`config.mk`:
```
export PLATFORM = sky130hd
export DESIGN_NAME = core_scheduler
export DESIGN_NICKNAME = d
export VERILOG_FILES = /design/src/rtl/core_scheduler.sv
export SDC_FILE = /design/constraint.sdc
export NUM_CORES = 1
export LEC_CHECK = 0
export BUFFER_PORTS_ARGS = -buffer_cell sky130_fd_sc_hd__buf_2
export CORE_MARGIN = 5
export CORE_UTILIZATION = 36
export CTS_CLUSTER_SIZE = 28
export DETAILED_ROUTE_END_ITERATION = 6
export GPL_TIMING_DRIVEN = 0
export PLACE_DENSITY = 0.81
export SYNTH_ARGS = -nofsm -noshare
export SYNTH_HDL_FRONTEND = slang
export SYNTH_SLANG_ARGS = --single-unit
```
`constraint.sdc`:
```
create_clock -name clk -period 1.3 [get_ports clk]
set_input_delay 0.065 -clock clk [delete_from_list [all_inputs] [get_ports clk]]
set_output_delay 0.065 -clock clk [all_outputs]
set_load 0.03 [all_outputs]
```
`src/rtl/core_scheduler.sv`:
```
// Per-core instruction sequencer: FETCH/DECODE/REQUEST/WAIT/EXECUTE/UPDATE with RET completion.
// Optional lane-PC divergence detection is built when CORE_SCHED_DIVERGENCE_CHECK_EN is defined.
module core_scheduler #(
  parameter int PROGRAM_MEM_ADDR_BITS = 8,
  parameter int THREADS_PER_BLOCK     = 4
) (
  input  logic                                               clk,
  input  logic                                               reset,
  input  logic                                               start,
  input  logic [THREADS_PER_BLOCK-1:0]                       thread_enable,
  input  logic [2:0]                                         fetcher_state,
  input  logic [2*THREADS_PER_BLOCK-1:0]                     lsu_state,
  input  logic                                               decoded_ret,
  input  logic [THREADS_PER_BLOCK*PROGRAM_MEM_ADDR_BITS-1:0] next_pc,
  output logic [2:0]                                         core_state,
  output logic [PROGRAM_MEM_ADDR_BITS-1:0]                   current_pc,
  output logic                                               done,
  output logic                                               diverged
);

  localparam int W = PROGRAM_MEM_ADDR_BITS;
  localparam int T = THREADS_PER_BLOCK;

  typedef enum logic [2:0] {
    S_IDLE    = 3'b000,
    S_FETCH   = 3'b001,
    S_DECODE  = 3'b010,
    S_REQUEST = 3'b011,
    S_WAIT    = 3'b100,
    S_EXECUTE = 3'b101,
    S_UPDATE  = 3'b110,
    S_DONE    = 3'b111
  } state_t;

  localparam logic [2:0] FETCHER_FETCHED = 3'b010;

  state_t         state_q, state_d;
  logic [W-1:0]   current_pc_q, current_pc_d;
  logic           done_q, done_d;
  logic           diverged_q, diverged_d;
  logic [W-1:0]   sel_pc;
  logic           lsu_busy;
  logic           lane_mismatch;

  // An enabled lane still requesting or waiting on memory holds the core in WAIT.
  always_comb begin
    lsu_busy = 1'b0;
    for (int i = 0; i < T; i++) begin
      if (thread_enable[i] &&
          ((lsu_state[2*i +: 2] == 2'b01) || (lsu_state[2*i +: 2] == 2'b10)))
        lsu_busy = 1'b1;
    end
  end

  // Lowest-index enabled lane wins; lane 0 when no lane is enabled.
  always_comb begin
    sel_pc = next_pc[0 +: W];
    for (int i = T - 1; i >= 0; i--) begin
      if (thread_enable[i])
        sel_pc = next_pc[i*W +: W];
    end
  end

`ifdef CORE_SCHED_DIVERGENCE_CHECK_EN
  always_comb begin
    lane_mismatch = 1'b0;
    for (int i = 0; i < T; i++) begin
      if (thread_enable[i] && (next_pc[i*W +: W] != sel_pc))
        lane_mismatch = 1'b1;
    end
  end
`else
  assign lane_mismatch = 1'b0;
`endif

  always_ff @(posedge clk) begin
    if (reset) begin
      state_q      <= S_IDLE;
      current_pc_q <= '0;
      done_q       <= 1'b0;
      diverged_q   <= 1'b0;
    end else begin
      state_q      <= state_d;
      current_pc_q <= current_pc_d;
      done_q       <= done_d;
      diverged_q   <= diverged_d;
    end
  end

  always_comb begin
    state_d = state_q;
    case (state_q)
      S_IDLE:    if (start) state_d = S_FETCH;
      S_FETCH:   if (fetcher_state == FETCHER_FETCHED) state_d = S_DECODE;
      S_DECODE:  state_d = S_REQUEST;
      S_REQUEST: state_d = S_WAIT;
      S_WAIT:    if (!lsu_busy) state_d = S_EXECUTE;
      S_EXECUTE: state_d = S_UPDATE;
      S_UPDATE:  state_d = (decoded_ret || lane_mismatch) ? S_DONE : S_FETCH;
      S_DONE:    state_d = S_DONE;
      default:   state_d = S_IDLE;
    endcase
  end

  always_comb begin
    current_pc_d = current_pc_q;
    done_d       = done_q;
    diverged_d   = diverged_q;
    case (state_q)
      S_IDLE: begin
        if (start) current_pc_d = '0;
      end
      S_UPDATE: begin
        if (decoded_ret) begin
          done_d = 1'b1;
        end else if (lane_mismatch) begin
          done_d     = 1'b1;
          diverged_d = 1'b1;
        end else begin
          current_pc_d = sel_pc;
        end
      end
      default: ;
    endcase
  end

  assign core_state = state_q;
  assign current_pc = current_pc_q;
  assign done       = done_q;
  assign diverged   = diverged_q;

endmodule

```
==> results of run 1 <==
[layer usage]
| layer | vias to the layer above | wire, um |
|---|---|---|
| li1 | 505 | - |
| met1 | 480 | 1143 |
| met2 | 47 | 1426 |
| met3 | 4 | 326 |
| met4 | 0 | 31 |
| met5 | - | 0 |
[layout make-up]
class                      instances  area (um2)  share of cell area
tap                               28       35.03             0.02753
clock buffer                       4       26.28             0.02065
buffer                             6       28.78             0.02262
multi-input combinational         78       586.8              0.4612
inverter                           2       7.507            0.005900
sequential                        12       247.7              0.1947
timing repair buffer              65       340.3              0.2675
[cell families after synthesis]
logic type	count (synthesis)
compound gates	34
xor+xnor	4
buf+inv	9
flops	12
mux	16
other cells	1
simple gates	23
[cell usage after synthesis, types with 2 or more instances]
master,instances
buf_2,2
a21oi_1,10
a31oi_1,2
nand2_1,4
mux2i_1,8
nor2_1,3
inv_1,2
a32o_1,8
o21ai_0,11
dfxtp_1,12
xor2_1,4
clkbuf_1,2
mux2_2,8
nand2b_1,9
[what timing repair did]
action	4_1_cts	5_1_grt
setup endpoints to repair	8	9
hold buffers	0	0
pin swaps	11	8
gates resized for setup	1	1
hold endpoints to repair	0	0
buffers inserted	5	1
[registers in the layout, indices dropped and copies added (netlist names)]
name	cells
core_state	3
done	1
current_pc	8
[worst max-delay path by stage]
stage / to / start / depth (start not counted) / slack (ns)
global placement: current_pc[5]$_SDFFE_PP0P_ / core_state[2]$_SDFFE_PP0P_ / 5 / -0.09
finish: current_pc[2]$_SDFFE_PP0P_ / core_state[1]$_SDFFE_PP0P_ / 4 / -0.07
floorplan: current_pc[0]$_SDFFE_PP0P_ / core_state[2]$_SDFFE_PP0P_ / 5 / -0.09
global route: current_pc[0]$_SDFFE_PP0P_ / core_state[1]$_SDFFE_PP0P_ / 4 / -0.1
detailed placement: current_pc[2]$_SDFFE_PP0P_ / core_state[2]$_SDFFE_PP0P_ / 5 / -0.12
CTS: current_pc[2]$_SDFFE_PP0P_ / core_state[2]$_SDFFE_PP0P_ / 4 / -0.05
[worst reg2reg max path, stage by stage (launching register included)]
cell	delay, ns
dfxtp_4	0.37
or3b_1	0.39
a21oi_2	0.20
nor2_4	0.09
a32o_1	0.21
[per-stage QoR]
step	instance area, um2	total power, mW	util
6_report	1272	0.8692	0.5644
5_1_grt	1272	0.9243	0.5644
4_1_cts	1262	0.8805	0.5599
3_5_place_dp	1205	0.6291	0.5344
3_3_place_gp	1205	0.6196	0.5344
2_1_floorplan	874.6	0.5196	-
[power groups by stage]
| stage | clock network [mW] | registers [mW] | logic (mW) |
|---|---|---|---|
| after global placement | 0 | 0.387 | 0.232 |
| after CTS | 0.256 | 0.380 | 0.245 |
| after detailed placement | 0 | 0.388 | 0.241 |
| after global routing | 0.275 | 0.378 | 0.271 |
| final | 0.245 | 0.378 | 0.247 |
| after floorplan | 0 | 0.395 | 0.124 |
==> results.txt, run 1 <==
* Unique masters post-synth: 28
* Kind of cell adding the most delay to the critical path: simple AND/OR/NAND/NOR gates
* Proportion of power drawn by the clock network: 0.281
- Detailed-router iteration count before antenna repair: 4
- Share of the cycle needed by the critical path after routing: 1.053
- The share of synthesized area in the top cell type comes to 0.2763.
- Root buf cell: clkbuf_4
- Counting flops and latches in the post-synthesis netlist gives 12.
* Final-layout worst hold slack: about 0.07 ns
- The worst setup path is launched from a flip-flop.
- Worst setup path class: reg -> reg
- CTS clk-pin slew, worst paths: approximately 0.080 ns
- Of the total synthesized cell area, the portion taken by full adders, half adders and majority gates is 0.
- Skew-Pair Late Insertion Delay: 0.26 ns
- Net switching power of the design: between 0.2 and 0.3 mW
- Met2 layer usage reported by global route: 0.3170
* Violated checks: negative setup slack
* Sinks on the clock net: 12
* Number of nets produced by synthesis: 150
- Post-synthesis cell count: 99
* Clock tree from TritonCTS: yes
- Layer carrying the most global-route usage: met2
- Xor and xnor area share after synthesis: 0.04029
* Maximum clock frequency: between 700 and 800 MHz
- For the final routed database, the setup TNS stands at -0.5155 ns.
- Setup slack at placement: -0.1239 ns
* Non-filler cells in the finished layout: around 200
* Part of the total power dissipated in sequential elements: 0.435
* GR Overflow Total: 0
* Portion of the post-synthesis area used by sequential elements: 0.2763
- Width of the die: ~60 um
- Layout Skew: around 0.0013 ns
- For the worst flop-to-flop path, the logic depth is 4.
- Final setup viols: 9
- The via count of the first global-routing pass is approximately 1100.
- Initial antenna violation count: 0
- Final layout net count: 219
- Run status: finished, violations left
- Largest net degree at the start of global routing: 11
* Peak ir drop on the vdd network: between 0.0003 and 0.0004 V
- Per-cell via count in the routed design: 5.313
* Post-synthesis cell type with the largest combined area: dfxtp_1
- In this run the static leakage power is between 0.6 and 0.7 nW.
- First-pass GRT wire length: 4567 um
- Int Pwr: between 0.6 and 0.7 mW
- Weighted congestion reported at the end of routability-driven placement: about 0.84
* Count of inserted antenna diode cells: 0
* Slowest cell on the critical path: or3b_1
- Unrepaired setup endpoints after global routing: yes
- Compound-gate portion of the synthesized area: 0.2590
- Final antenna-violating net count: 0
- Number of inserted filler cells in the final layout: 221
- Dominant combinational cell family by area after synthesis: compound AO/OA/AOI/OAI gates
- For met1 alone, demand over resource in global routing was 0.1743.
- Total detailed-routing wirelength: between 2000 and 3000 um
- Across every metal layer, demand over resource in global routing totals 0.1688.
- The number of max-slew violations in the final report came to 0.
- Detailed-route DRC error count: 0
- Sorting the synthesized cells by area gives the leading types as dfxtp_1 (28%), mux2_2 (10%), a32o_1 (9.2%).
- Reg2Reg Setup Slack: -0.07 ns
- Most frequent cells in the layout: buf_2 (61), o21ai_0 (11), a21oi_1 (10), dfxtp_1 (10), nand2b_1 (9)
* Initial core utilization: 0.3857
* Crit path buf inv count: 0
- R2R Path Start: core_state[1]$_SDFFE_PP0P_
- Average wire per cell in the routed design: approximately 15 um
- Class of the tightest hold or removal check: in -> reg
- For the worst setup path, the data required time is 1.46 ns.
- Final hold violation count: 0
- In this run the number of H-tree levels came out at 1.
- Via count of the routed design: approximately 1000
- The die covers 3498 um2.
- After synthesis, the share of flip-flops with an asynchronous set or reset is 0.
- Netlist area before placement: about 870 um2
* Fraction of layout cells with a size suffix above 1: 0.5090
- For the worst setup path, the data arrival time is between 1.5 and 2 ns.
- The worst path in the final design needs a cycle of approximately 1.4 ns, including I/O delays and setup.
* Vert. Die Dim: around 59 um
- The area growth from synthesis to layout is 46.33%.
* CTS Buffer Depth: 2
* Reg-to-reg critical path endpoint: current_pc[2]$_SDFFE_PP0P_
* Number of cells on the worst hold path: 2
- Pin placement for this block handled 64 I/O pins.
- In this run the mean area of a mapped cell was 8.784 um2.
- The detailed router finished its first iteration with 34 violations.
* Setup slack of the critical path after layout: -0.06938 ns
- In the global route stage, met3 resource usage came out at 0.05011.
- The library cell used most frequently in the layout, excluding fill and tap cells, is buf_2.
- Standard cell core area: 2255 um2
- Post-detailed-placement half-perimeter wirelength: roughly 2200 um
- Portion of netlist area occupied by mux cells: 0.1957
- Of the total power, the share spent switching nets is 0.2931.
- Total of max-cap violations: 0
- In this run the tool buffered the top-level ports with 59 buffer cells.
- STA classifies the critical path endpoint as a flip-flop.
- After detailed placement, the design holds a cell count of ~190.
- Series of cell instances along the critical path: or3b_1 -> a21oi_2 -> nor2_4 -> a32o_1
- Worst Path Max Fanout: 8
- Pwr/cell area: between 600 and 700 nW/um2
- Highest cell delay on the worst timing path: roughly 0.39 ns
- For hold timing, the worst endpoint is core_state[1]$_SDFFE_PP0P_.
- Of the total synthesized cell area, the portion taken by AND, OR, NAND and NOR gates is 0.1698.
- Power share of the combinational group: 0.284
* Flip-flop cell with the highest count after synthesis: dfxtp_1
- Yosys warning total: 0
- Row generation in the floorplan step produced 17 rows.
- Worst hold start: reset
* CTS buffer count: 3
* Count of flip-flops with a built-in enable after synthesis: 0
(Power assumes the default switching activity.)
==> inputs of run 2 (changes only) <==
--- a/config.mk
+++ b/config.mk
@@ -12,6 +12,7 @@
 export DETAILED_ROUTE_END_ITERATION = 6
 export GPL_TIMING_DRIVEN = 0
 export PLACE_DENSITY = 0.81
+export REMOVE_ABC_BUFFERS = 1
 export SYNTH_ARGS = -nofsm -noshare
 export SYNTH_HDL_FRONTEND = slang
 export SYNTH_SLANG_ARGS = --single-unit
==> results.txt, run 2 (same netlist as run 1, synthesis figures left out) <==
- The run finished, with violations left.
- Violated checks: negative setup slack
- The count of routing violations after the opening detailed-route iteration was 24 (-29%).
* Via count of the routed design: 996 (-3.9%)
- Arrival time reported for the critical path endpoint: 1.51 ns (-0.02 ns)
- The post-CTS clock slew at the launch and capture registers of the worst setup and hold paths was 0.08 ns (about the same).
- The final total negative setup slack is -0.2255 ns (+0.2900 ns).
* Class of the tightest hold or removal check: in -> reg
- Peak ir drop on the vdd network: 0.0004165 V (+10%)
* Sinks on the clock net: 12 (unchanged)
* Number of buffers added on ports: 62 (+5.1%)
* Layout Skew: 0.005379 ns (+0.004032 ns)
* Clock tree from TritonCTS: yes
- Most frequent cells in the layout: buf_2 (62), o21ai_0 (11), a21oi_1 (10), dfxtp_1 (10), nand2b_1 (9)
* Slowest cell on the critical path: or3b_4
- Sort of element at the end of the critical path: flip-flop
* Final hold violation count: 0 (unchanged)
* Unrepaired setup endpoints after global routing: yes
- Share of the cycle needed by the critical path after routing: 1.028 (-0.02584)
* Count of final max-slew check failures: 0 (unchanged)
- Highest cell delay on the worst timing path: 0.40 ns (about the same)
- The detailed-route wire length per cell is 15.05 um (+0.25%).
* Leakage Power: 0.6129 nW (-0.49%)
* H-Tree Depth: 1 (unchanged)
* CTS buffer count: 3 (unchanged)
- The half-perimeter wire length after detailed placement is 2161 um (-3.3%).
* Largest net degree at the start of global routing: 18 (+7)
- The core box area came to 2255 um2 (unchanged).
* CTS Buffer Depth: 2 (unchanged)
- Number of global-route vias before repair: 1057 (-5.5%)
- Critical path launch point type: flip-flop
- The final setup violation count is 8 (-1).
* Weighted congestion reported at the end of routability-driven placement: 0.7454 (-11%)
- Maximum clock frequency: 748.6 MHz (+2.5%)
- The least setup slack across all paths after layout is -0.03579 ns (+0.03359 ns).
* Total of max-cap violations: 0 (unchanged)
- Initial core utilization: 0.3857 (unchanged)
- The clock insertion delay at the later pin of the skew report was 0.28 ns (+0.02 ns).
- Width of the die: 59.15 um (unchanged)
* Area Growth Syn to Fin: 47.05%
- The number of diodes added for antenna fixing is 0 (unchanged).
- The first-pass iteration count of the detailed router is 6 (+2).
- Io pins: 64 (unchanged)
* Max reg flops: 8 (unchanged)
* First-pass GRT wire length: 4519 um (-1.1%)
- The total number of placement rows was 17 (unchanged).
- The final wirelength is 2875 um (-1.8%).
- Traced cell by cell, the critical path runs through or3b_4 -> a21oi_4 -> nor2_4 -> a32o_1.
* Pwr/cell area: 724.3 nW/um2 (+6.0%)
- Initial antenna violation count: 0 (unchanged)
- Final layout net count: 215 (-1.8%)
- Detailed-route DRC error count: 0 (unchanged)
* Required arrival time at the worst endpoint: 1.47 ns (about the same)
- The count of antenna-violating nets left after detailed routing is 0 (unchanged).
- The tree is rooted in a clkbuf_4.
- The global route total overflow is 0 (unchanged).
- Per-cell via count in the routed design: 5.215 (-1.8%)
- The largest driver fanout on the critical path came to 8 (unchanged).
- Vert. Die Dim: 59.15 um (unchanged)
- The global-route usage over all layers came to 0.1709 (+0.002162).
- Fraction of layout cells with a size suffix above 1: 0.5276 (+0.01863)
* Placement Cell Area: 1175 um2 (-2.5%)
- The minimum clock period was 1.336 ns (-0.03359 ns).
- The full die area came to 3498 um2 (unchanged).
* Commonest non-fill, non-tap cell in the layout: buf_2
- Final standard cell area without fillers: 1279 um2 (+0.49%)
- The overall power came to 0.9261 mW (+6.5%).
* Worst setup path class: reg -> reg
==> run 2: report_power, final <==
part / switching [mW] / internal [mW] / leakage (nW)
logic: 0.118 / 0.129 / 0.493
clock network: 0.130 / 0.170 / 0.0210
registers: 0.00992 / 0.368 / 0.0986
total: 0.258 / 0.668 / 0.613
==> run 2: per-stage QoR <==
step | util | hold slack (ns) | std cells | worst slack, ns
2_1_floorplan | - | 0.1341 | 92 | -0.1310
3_3_place_gp | 0.5211 | 0.3412 | 182 | -0.09676
3_5_place_dp | 0.5211 | 0.3533 | 182 | -0.1396
4_1_cts | 0.5638 | 0.05327 | 191 | -0.02000
5_1_grt | 0.5671 | 0.06174 | 191 | -0.08275
6_report | 0.5671 | 0.06926 | 191 | -0.03579
==> run 2: metal layers <==
metal  track usage  wire length, um  part of all wire
met3       0.05664              269             0.094
met5             0                0                 0
met1        0.1766             1104              0.38
met2        0.3155             1467              0.51
met4       0.06472               33             0.011
==> run 2: critical path, delay by kind of cell (launching register included) <==
| family | cells | cell delay, ns |
|---|---|---|
| AOI/OAI and AO/OA | 2 | 0.37 |
| and+or+nand+nor | 2 | 0.49 |
| DFF | 1 | 0.35 |
==> run 2: worst paths after layout <==
kind / start / end / slack, ns / cells past startpoint
setup / recovery: core_state[1]$_SDFFE_PP0P_ / current_pc[1]$_SDFFE_PP0P_ / -0.04 / 4
hold / removal: reset / core_state[1]$_SDFFE_PP0P_ / 0.07 / 2
setup reg to reg: core_state[1]$_SDFFE_PP0P_ / current_pc[1]$_SDFFE_PP0P_ / -0.04 / 4
hold reg to reg: current_pc[0]$_SDFFE_PP0P_ / current_pc[0]$_SDFFE_PP0P_ / 0.47 / 1
==> run 2: what timing repair did <==
| item | in CTS | in global routing |
|---|---|---|
| endpoints found under the hold margin | 0 | 0 |
| setup buffers | 5 | 0 |
| resized for setup | 7 | 2 |
| pin swaps | 5 | 3 |
| setup endpoints to repair | 8 | 9 |
| hold buffers | 0 | 0 |
==> run 2: area by class of cell <==
class | instances | area [um2]
clock buffers | 4 | 36.28
repair buffers | 67 | 351.6
flip-flops and latches | 12 | 247.7
inverters | 2 | 7.507
well taps | 28 | 35.03
fillers | 214 | 975.9
multi-input cells | 78 | 600.6
==> inputs of run 3 (changes only) <==
--- a/config.mk
+++ b/config.mk
@@ -11,7 +11,7 @@
 export CTS_CLUSTER_SIZE = 28
 export DETAILED_ROUTE_END_ITERATION = 6
 export GPL_TIMING_DRIVEN = 0
-export PLACE_DENSITY = 0.81
+export PLACE_DENSITY = 0.84
 export REMOVE_ABC_BUFFERS = 1
 export SYNTH_ARGS = -nofsm -noshare
 export SYNTH_HDL_FRONTEND = slang
==> results.txt, run 3 (same netlist as run 1, synthesis figures left out) <==
- The final setup violation count was 9 (+1).
- Minimum period implied by the final worst setup slack: 1.337 ns (+0.001665 ns)
* First-pass GRT wire length: 4450 um (-1.5%)
- The weighted congestion at the end of routability-driven global placement was 0.7684 (+3.1%).
* Peak ir drop on the vdd network: 0.0003634 V (-13%)
- The total number of placement rows came to 17 (unchanged).
- The count of routing violations after the opening detailed-route iteration came to 21 (-13%).
* Final standard cell area without fillers: 1271 um2 (-0.59%)
* Worst Path Max Fanout: 8 (unchanged)
- Initial core utilization: 0.3857 (unchanged)
- Launching element of the worst setup path: core_state[1]$_SDFFE_PP0P_
- R2R Path Start: core_state[1]$_SDFFE_PP0P_
- The I/O pin count is 64 (unchanged).
- The startpoint identified for the worst hold timing path is reset.
* Floorplan die area: 3498 um2 (unchanged)
- Per-cell via count in the routed design: 5.366 (+2.9%)
- Leaving out fill and tap cells, the most frequent cell in the layout is buf_2.
- The count of buffers inserted at the top-level ports was 62 (unchanged).
- The number of flip-flops in the largest register came to 8 (unchanged).
* Number of global-route vias before repair: 1099 (+4.0%)
* Largest net degree at the start of global routing: 18 (unchanged)
* Most frequent cells in the layout: buf_2 (62), o21ai_0 (11), a21oi_1 (10), dfxtp_1 (10), nand2b_1 (9)
- Final layout net count: 215 (unchanged)
- CTS clk-pin slew, worst paths: 0.08 ns (about the same)
- Average wire per cell in the routed design: 14.98 um (-0.45%)
- Width of the die: 59.15 um (unchanged)
* Maximum clock frequency: 747.7 MHz (-0.12%)
- The least setup slack across all paths after layout is -0.03746 ns (-0.001665 ns).
- Setup repair after global routing could not meet its margin everywhere.
* Run status: finished, violations left
- The global route total overflow is 0 (unchanged).
* Count of final max-slew check failures: 0 (unchanged)
* Worst setup path class: reg -> reg
- Total Power Consumption: 0.9168 mW (-1.0%)
- The core box area came to 2255 um2 (unchanged).
* Violated checks: negative setup slack
* Total GRT Usage: 0.1625 (-0.008428)
- The first-pass iteration count of the detailed router was 4 (-2).
- H-Tree Depth: 1 (unchanged)
* Final hold violation count: 0 (unchanged)
* CTS buffer count: 3 (unchanged)
- Count of inserted antenna diode cells: 0 (unchanged)
- Initial antenna violation count: 0 (unchanged)
- The half-perimeter wire length after detailed placement came to 2268 um (+4.9%).
- Clock tree from TritonCTS: yes
- Final antenna-violating net count: 0 (unchanged)
* CTS Buffer Depth: 2 (unchanged)
- The worst setup path is captured at a flip-flop.
* Class of the tightest hold or removal check: in -> reg
* Layout Skew: 0.005316 ns (-0.00006317 ns)
- Skew-Pair Late Insertion Delay: 0.27 ns (about the same)
- The height of the chip came to 59.15 um (unchanged).
- The cell area power density was 721.2 nW/um2 (-0.42%).
* Leakage Power: 0.6128 nW (about the same)
- The number of violations of the max-capacitance limit came to 0 (unchanged).
* Detailed-route DRC error count: 0 (unchanged)
* Sinks on the clock net: 12 (unchanged)
- Arrival time reported for the critical path endpoint: 1.50 ns (about the same)
- The final worst-path cycle share was 1.029 (+0.001281).
- The final wirelength is 2862 um (-0.45%).
- Area Growth Syn to Fin: 46.19%
- STA classifies the critical path startpoint as a flip-flop.
* Root buf cell: clkbuf_4
* Required arrival time at the worst endpoint: 1.46 ns (about the same)
- Fraction of layout cells with a size suffix above 1: 0.5337 (+0.006135)
- Via count of the routed design: 1025 (+2.9%)
* Placement Cell Area: 1175 um2 (unchanged)
* Final-layout worst hold slack: 0.09297 ns (+0.02372 ns)
## run 3: cell counts in the layout (fill, tap and decap cells not counted)
Identical to the previous run, type by type.
## run 3: metrics by stage
| stage | util | worst slack (ns) | instances | TNS (ns) |
|---|---|---|---|---|
| 2_1_floorplan | - | -0.1310 | 92 | -1.016 |
| 3_3_place_gp | 0.5211 | -0.09571 | 182 | -0.7148 |
| 6_report | 0.5638 | -0.03746 | 191 | -0.2578 |
| 5_1_grt | 0.5638 | -0.06194 | 191 | -0.5312 |
| 3_5_place_dp | 0.5211 | -0.1274 | 182 | -0.9243 |
| 4_1_cts | 0.5594 | -0.03049 | 191 | -0.1929 |
## run 3: worst paths after layout
path                           endpoint  depth (start not counted)  slack [ns]
max          current_pc[7]$_SDFFE_PP0P_                          4       -0.04
min          core_state[2]$_SDFFE_PP0P_                          2        0.09
max reg2reg  current_pc[7]$_SDFFE_PP0P_                          4       -0.04
min reg2reg  current_pc[1]$_SDFFE_PP0P_                          1        0.47
## run 3: final cells by class
cell class,instances,area [um2]
Sequential cell,12,247.7
Tap cell,28,35.03
Multi-Input combinational cell,78,596.8
Timing Repair Buffer,67,347.8
Inverter,2,7.507
Clock buffer,4,36.28
Fill cell,215,983.4
## run 3: report_power, final
group	internal, mW	switching, mW
logic	0.128	0.120
clock network	0.170	0.121
registers	0.368	0.00967
total	0.666	0.251
## run 3: repair_timing
action,4_1_cts,5_1_grt
hold buffers,0,0
resized for setup,5,3
pin swaps,6,4
endpoints found under the setup margin,8,9
gates cloned,0,0
buffers inserted,5,0
## run 3: per-layer routing
layer | vias to the layer above | wire length, um | global-route usage
li1 | 497 | - | -
met5 | - | 0 | 0
met4 | 0 | 20 | 0.05825
met3 | 4 | 193 | 0.04793
met2 | 43 | 1554 | 0.3186
met1 | 481 | 1093 | 0.1573
## run 3: critical path: stages (launching register included)
cell	delay (ns)
dfxtp_4	0.35
or3b_4	0.40
a21oi_4	0.17
nor2_4	0.08
a32o_1	0.21
